[src/rtl/dcache_ctrl_2way.sv]
// ============================================================================
// Module   : dcache_ctrl_2way
// Purpose  : Request controller for a 2-way set-associative data cache.
//            Handles hit compare/update, dirty-victim write-back and line refill.
//            Optional hit/miss counters are enabled by defining DCACHE_CTRL_PERF_EN.
// Revision : 1.0
// ============================================================================
`default_nettype none

module dcache_ctrl_2way #(
  parameter int TAG_W  = 9,
  parameter int IDX_W  = 5,
  parameter int OFF_W  = 2,
  parameter int WORD_W = 16,
  localparam int ADDR_W = TAG_W + IDX_W + OFF_W,
  localparam int LA_W   = TAG_W + IDX_W,
  localparam int LINE_W = WORD_W << OFF_W
) (
  input  logic              clk,
  input  logic              rst,
  input  logic [ADDR_W-1:0] cpu_addr,
  input  logic              cpu_re,
  input  logic              cpu_we,
  input  logic [WORD_W-1:0] cpu_wdata,
  output logic [WORD_W-1:0] cpu_rdata,
  output logic              cpu_ready,
  output logic              cpu_stall,
  output logic [LA_W-1:0]   c_addr,
  output logic              c_re,
  output logic              c_we,
  output logic [LINE_W-1:0] c_wr_data,
  output logic              c_wdirty,
  output logic              c_toggle,
  input  logic [LINE_W-1:0] c_rd_data,
  input  logic [TAG_W-1:0]  c_tag_out,
  input  logic              c_hit,
  input  logic              c_dirty,
  output logic [LA_W-1:0]   m_addr,
  output logic              m_re,
  output logic              m_we,
  output logic [LINE_W-1:0] m_wdata,
  input  logic [LINE_W-1:0] m_rdata,
  input  logic              m_rdy
`ifdef DCACHE_CTRL_PERF_EN
  ,
  output logic [15:0]       hit_cnt,
  output logic [15:0]       miss_cnt
`endif
);

  localparam int NWORDS = 1 << OFF_W;

  typedef enum logic [2:0] {
    S_IDLE      = 3'd0,
    S_COMPARE   = 3'd1,
    S_WR_HIT    = 3'd2,
    S_WRITEBACK = 3'd3,
    S_ALLOCATE  = 3'd4,
    S_INSTALL   = 3'd5,
    S_RESP      = 3'd6
  } state_t;

  state_t              state_q;
  logic [ADDR_W-1:0]   addr_q;
  logic [WORD_W-1:0]   wdata_q;
  logic                wr_q;
  logic [LINE_W-1:0]   line_q;
  logic [WORD_W-1:0]   rdata_q;
  logic                cpu_ready_q;
  logic [LA_W-1:0]     c_addr_q;
  logic                c_re_q;
  logic                c_we_q;
  logic                c_wdirty_q;
  logic                c_toggle_q;
  logic [LA_W-1:0]     m_addr_q;
  logic                m_re_q;
  logic                m_we_q;
  logic [LINE_W-1:0]   m_wdata_q;

  logic [OFF_W-1:0]    w_off;
  logic [IDX_W-1:0]    w_idx;

  assign w_off = addr_q[OFF_W-1:0];
  assign w_idx = addr_q[OFF_W +: IDX_W];

  function automatic logic [WORD_W-1:0] sel_word(input logic [LINE_W-1:0] line,
                                                 input logic [OFF_W-1:0]  off);
    sel_word = '0;
    for (int w = 0; w < NWORDS; w++)
      if (off == OFF_W'(w)) sel_word = line[w*WORD_W +: WORD_W];
  endfunction

  function automatic logic [LINE_W-1:0] merge_word(input logic [LINE_W-1:0] line,
                                                   input logic [OFF_W-1:0]  off,
                                                   input logic [WORD_W-1:0] word);
    merge_word = line;
    for (int w = 0; w < NWORDS; w++)
      if (off == OFF_W'(w)) merge_word[w*WORD_W +: WORD_W] = word;
  endfunction

  // Every output is a register loaded on the transition into the state that owns it.
  always_ff @(posedge clk) begin
    if (rst) begin
      state_q     <= S_IDLE;
      addr_q      <= '0;
      wdata_q     <= '0;
      wr_q        <= 1'b0;
      line_q      <= '0;
      rdata_q     <= '0;
      cpu_ready_q <= 1'b0;
      c_addr_q    <= '0;
      c_re_q      <= 1'b0;
      c_we_q      <= 1'b0;
      c_wdirty_q  <= 1'b0;
      c_toggle_q  <= 1'b0;
      m_addr_q    <= '0;
      m_re_q      <= 1'b0;
      m_we_q      <= 1'b0;
      m_wdata_q   <= '0;
    end else begin
      cpu_ready_q <= 1'b0;
      c_re_q      <= 1'b0;
      c_we_q      <= 1'b0;
      c_wdirty_q  <= 1'b0;
      c_toggle_q  <= 1'b0;
      unique case (state_q)
        S_IDLE: begin
          if (cpu_re || cpu_we) begin
            addr_q   <= cpu_addr;
            wdata_q  <= cpu_wdata;
            wr_q     <= cpu_we;
            c_addr_q <= cpu_addr[ADDR_W-1:OFF_W];
            c_re_q   <= 1'b1;
            state_q  <= S_COMPARE;
          end
        end
        S_COMPARE: begin
          if (c_hit) begin
            if (wr_q) begin
              line_q     <= merge_word(c_rd_data, w_off, wdata_q);
              c_we_q     <= 1'b1;
              c_wdirty_q <= 1'b1;
              state_q    <= S_WR_HIT;
            end else begin
              rdata_q     <= sel_word(c_rd_data, w_off);
              cpu_ready_q <= 1'b1;
              state_q     <= S_RESP;
            end
          end else if (c_dirty) begin
            m_we_q    <= 1'b1;
            m_addr_q  <= {c_tag_out, w_idx};
            m_wdata_q <= c_rd_data;
            state_q   <= S_WRITEBACK;
          end else begin
            m_re_q   <= 1'b1;
            m_addr_q <= addr_q[ADDR_W-1:OFF_W];
            state_q  <= S_ALLOCATE;
          end
        end
        S_WR_HIT: begin
          cpu_ready_q <= 1'b1;
          state_q     <= S_RESP;
        end
        S_WRITEBACK: begin
          if (m_rdy) begin
            m_we_q   <= 1'b0;
            m_re_q   <= 1'b1;
            m_addr_q <= addr_q[ADDR_W-1:OFF_W];
            state_q  <= S_ALLOCATE;
          end
        end
        S_ALLOCATE: begin
          if (m_rdy) begin
            m_re_q     <= 1'b0;
            line_q     <= wr_q ? merge_word(m_rdata, w_off, wdata_q) : m_rdata;
            c_we_q     <= 1'b1;
            c_wdirty_q <= wr_q;
            c_toggle_q <= 1'b1;
            state_q    <= S_INSTALL;
          end
        end
        S_INSTALL: begin
          if (!wr_q) rdata_q <= sel_word(line_q, w_off);
          cpu_ready_q <= 1'b1;
          state_q     <= S_RESP;
        end
        S_RESP: state_q <= S_IDLE;
        default: state_q <= S_IDLE;
      endcase
    end
  end

  // Stall must rise in the same cycle the request appears, so it is decoded here.
  assign cpu_stall = (state_q == S_IDLE) ? (cpu_re | cpu_we) : (state_q != S_RESP);

  assign cpu_rdata = rdata_q;
  assign cpu_ready = cpu_ready_q;
  assign c_addr    = c_addr_q;
  assign c_re      = c_re_q;
  assign c_we      = c_we_q;
  assign c_wr_data = line_q;
  assign c_wdirty  = c_wdirty_q;
  assign c_toggle  = c_toggle_q;
  assign m_addr    = m_addr_q;
  assign m_re      = m_re_q;
  assign m_we      = m_we_q;
  assign m_wdata   = m_wdata_q;

`ifdef DCACHE_CTRL_PERF_EN
  logic [15:0] hit_cnt_q;
  logic [15:0] miss_cnt_q;

  always_ff @(posedge clk) begin
    if (rst) begin
      hit_cnt_q  <= '0;
      miss_cnt_q <= '0;
    end else if (state_q == S_COMPARE) begin
      if (c_hit) begin
        if (hit_cnt_q != 16'hFFFF) hit_cnt_q <= hit_cnt_q + 16'd1;
      end else begin
        if (miss_cnt_q != 16'hFFFF) miss_cnt_q <= miss_cnt_q + 16'd1;
      end
    end
  end

  assign hit_cnt  = hit_cnt_q;
  assign miss_cnt = miss_cnt_q;
`endif

endmodule

`default_nettype wire

[config.mk]
export PLATFORM = sky130hd
export DESIGN_NAME = dcache_ctrl_2way
export DESIGN_NICKNAME = d
export VERILOG_FILES = /design/src/rtl/dcache_ctrl_2way.sv
export SDC_FILE = /design/constraint.sdc
export NUM_CORES = 1
export LEC_CHECK = 0
export CORE_AREA = 2 2 147 149
export DETAILED_ROUTE_END_ITERATION = 10
export DIE_AREA = 0 0 149 151
export GPL_ROUTABILITY_DRIVEN = 0
export PLACE_DENSITY = 0.8
export SYNTH_ARGS = -nofsm -noshare
export SYNTH_HDL_FRONTEND = slang
export SYNTH_SLANG_ARGS = --single-unit
[constraint.sdc]
create_clock -name clk -period 2.3 [get_ports clk]
set_input_delay 0.575 -clock clk [delete_from_list [all_inputs] [get_ports clk]]
set_output_delay 0.575 -clock clk [all_outputs]
set_load 0.01 [all_outputs]
==> results.yml <==
yosys:
  synth-seq-cells: 201
  yosys_warnings: 0
  yosysUniqueCellTypes: 52
  syn_avg_cell_area_um2: 8.68
  yosysSeqAreaShare: 0.445
  synth_edf_count: 0
  postSynthCellCount: 1042
  ys_async_sr_fraction: 0
  yosys_most_used_dff: "dfxtp_1"
  synth_area_mm2: 0.00905
  syn-num-nets: 1218
setup_path:
  crit_path_end_kind: "output port"
  cp-startpoint: "cpu_re"
  r2r_setup_slack_ns: 0.16
  crit_family: "buffers and inverters"
  cpPeakStageDelay_ns: 0.43
  cp.required_ns: 1.73
  crit_arrival_ns: 1.61
  crit_end: "cpu_stall"
  reg2reg_from: "state_q[2]$_SDFFE_PP0P_"
  crit_path_max_fanout: 2
  crit_slowest_cell: "clkdlybuf4s50_1"
  worst-path-buf-inv: 2
  path_depth: 4
  start_kind: "primary input"
  worstReg2RegEnd: "c_wr_data[48]$_SDFFE_PP0P_"
  crit_type: "primary input to output port"
  rr_worst_depth: 5
  path_cells: "clkdlybuf4s50_1 > nor4_2 > o21ai_1 > clkdlybuf4s15_1"
clocking:
  cts_buffers: 23
  hold_buffers: 0
  clock_latency_ns: 0.51
  cts_setup_buffers: 0
  cts_tree: "yes"
  clock-sinks: 201
  h-tree-depth: 1
  cts_root_buffer: "clkbuf_16"
  clk_pin_slew_ns: 0.06
  clockBufferDepth: 3
die:
  die-area_mm2: 0.0225
  rows: 53
  chipHeight_um: 151
  initial_utilization: 0.435
  coreArea_mm2: 0.0208
  die_w_um: 149
  ios: 356
pwr:
  ir_drop_mv: 0.507
  cellLeakagePower_nw: 4.84
  fin_total_pwr_w: 0.0118
  pwr_density_cell_mw_per_mm2: 857
detailed_routing:
  drc_errors: 0
  via_count: 9664
  final_antenna_net_count: 0
  drtPass1Iterations: 8
  drt_iter0_markers: 1086
  wirelength_um: 36700
  routedWlPerCell_um: 22.0
  via_per_inst: 5.80
cells_and_area:
  final_common_cell: "clkdlybuf4s50_1"
  final_layout_size_suffix_gt1_frac: 0.110
  synthToLayoutAreaGrowth_pct: 51.8
  most-common-layout-cells: "clkdlybuf4s50_1 (353), nand2_1 (210), dfxtp_1 (200)"
  seq_area_mm2: 0.00403
  multiInputGateArea_mm2: 0.00432
  fill_cells: 1757
  utilization: 0.660
  fin_nets: 1550
sta:
  worstMarginPinSlew_ns: 1.16
  hold_viol: 0
  slew_violations: 0
  slew-limit-headroom: 0.221
  whs_ns: 0.296
  rsz0062_at_grt: "false"
  timing.final.crit_share: 0.949
  setup_violations: 0
  skew_ns: 0.00915
  min_period_ns: 2.18
  fmax_mhz: 458
grt:
  antenna_found_initial: 4
  grt_max_degree: 136
  overflow: 0
  grt_usage: 0.312
  grt_pass1_vias: 9167
  grt_pass1_wl_um: 54000
min_path:
  min_path_type: "primary input to register"
placement:
  dp_hpwl_um: 27500
  portBuffers: 355
flow_run:
  maxCapViolCount: 0
status:
  status: "finished, final reports clean"
where the power goes:
part | total (W) | leakage, nW | switching [W] | internal (W)
combinational | 0.00395 | 2.85 | 0.00207 | 0.00188
clock | 0.00351 | 0.356 | 0.00145 | 0.00205
sequential | 0.00431 | 1.63 | 0.000411 | 0.00390
total | 0.0118 | 4.84 | 0.00394 | 0.00784
sequential cells by signal (all words and copies together) (netlist names), 3 cells and up:
register and flops:
c_wr_data 64, m_wdata 64, addr_q 16, cpu_rdata 16, wdata_q 16, m_addr 14
state_q 3
layout make-up:
| class | count | area share |
|---|---|---|
| clock buffer | 35 | 0.0503 |
| multi-input combinational | 689 | 0.314 |
| timing repair buffer | 408 | 0.301 |
| clock inverter | 4 | 0.00173 |
| inverter | 51 | 0.0139 |
| antenna | 4 | 0.000729 |
| tap | 275 | 0.0250 |
| sequential | 201 | 0.293 |
kinds of logic (layout without fill, tap and decap cells):
logic type,count (synthesis),after routing,share of synthesized area
muxes,38,38,0.0863
buffers and inverters,152,498,0.0803
AOI/OAI and AO/OA,276,276,0.210
and+or+nand+nor,375,375,0.178
other,0,4,0
DFF,201,201,0.445
synthesized netlist by cell type (4+ instances only):
cell type  instances  area [um^2]
mux2i_1            6         60.1
clkbuf_1          40          150
nor2_1            88          330
a311oi_1          10         87.6
or2_2              4         25.0
o2bb2ai_1         15          131
nand3_1           12         60.1
o32ai_1           48          420
nand2b_1           4         25.0
a221oi_2           9          135
o22ai_1           64          400
buf_6              6         67.6
a221oi_1           6         52.6
nor3_1            19         95.1
nand2_1          210          788
inv_1             51          191
buf_4             18          135
buf_2             35          175
dfxtp_1          201         4020
a21oi_1          104          521
mux4_2            32          721
and3_1            16          100
what timing repair did:
action	CTS	global route
resized for setup	1	3
pin swaps	0	2
setup endpoints to repair	1	1
cloned	0	0
layer usage:
layer | global-route usage | vias to the layer above | part of all wire
met5 | 0 | - | 0
met4 | 0.141 | 0 | 0.048
met3 | 0.0843 | 109 | 0.11
met2 | 0.468 | 616 | 0.44
met1 | 0.421 | 4565 | 0.40
li1 | - | 4374 | -
stage by stage:
step	setup TNS (ns)	instance area [um^2]	cells	setup WS (ns)
after global routing	0	13700	1665	0.0246
after global placement	-0.484	13000	1624	-0.156
final	0	13700	1667	0.117
after CTS	0	13700	1663	0.0147
after floorplan	0	9050	1042	0.526
after detailed placement	-2.19	13000	1624	-0.176
how the worst min path moves through the flow:
stage,from,to,cells past startpoint
2_1_floorplan,addr_q[2]$_SDFFE_PP0P_,addr_q[2]$_SDFFE_PP0P_,2
3_3_place_gp,m_wdata[5]$_SDFFE_PP0P_,m_wdata[5]$_SDFFE_PP0P_,2
3_5_place_dp,m_wdata[6]$_SDFFE_PP0P_,m_wdata[6]$_SDFFE_PP0P_,2
4_1_cts,rst,state_q[2]$_SDFFE_PP0P_,2
5_1_grt,rst,state_q[2]$_SDFFE_PP0P_,2
6_report,rst,state_q[2]$_SDFFE_PP0P_,2
Note: power is estimated with default switching activity, not from simulation.
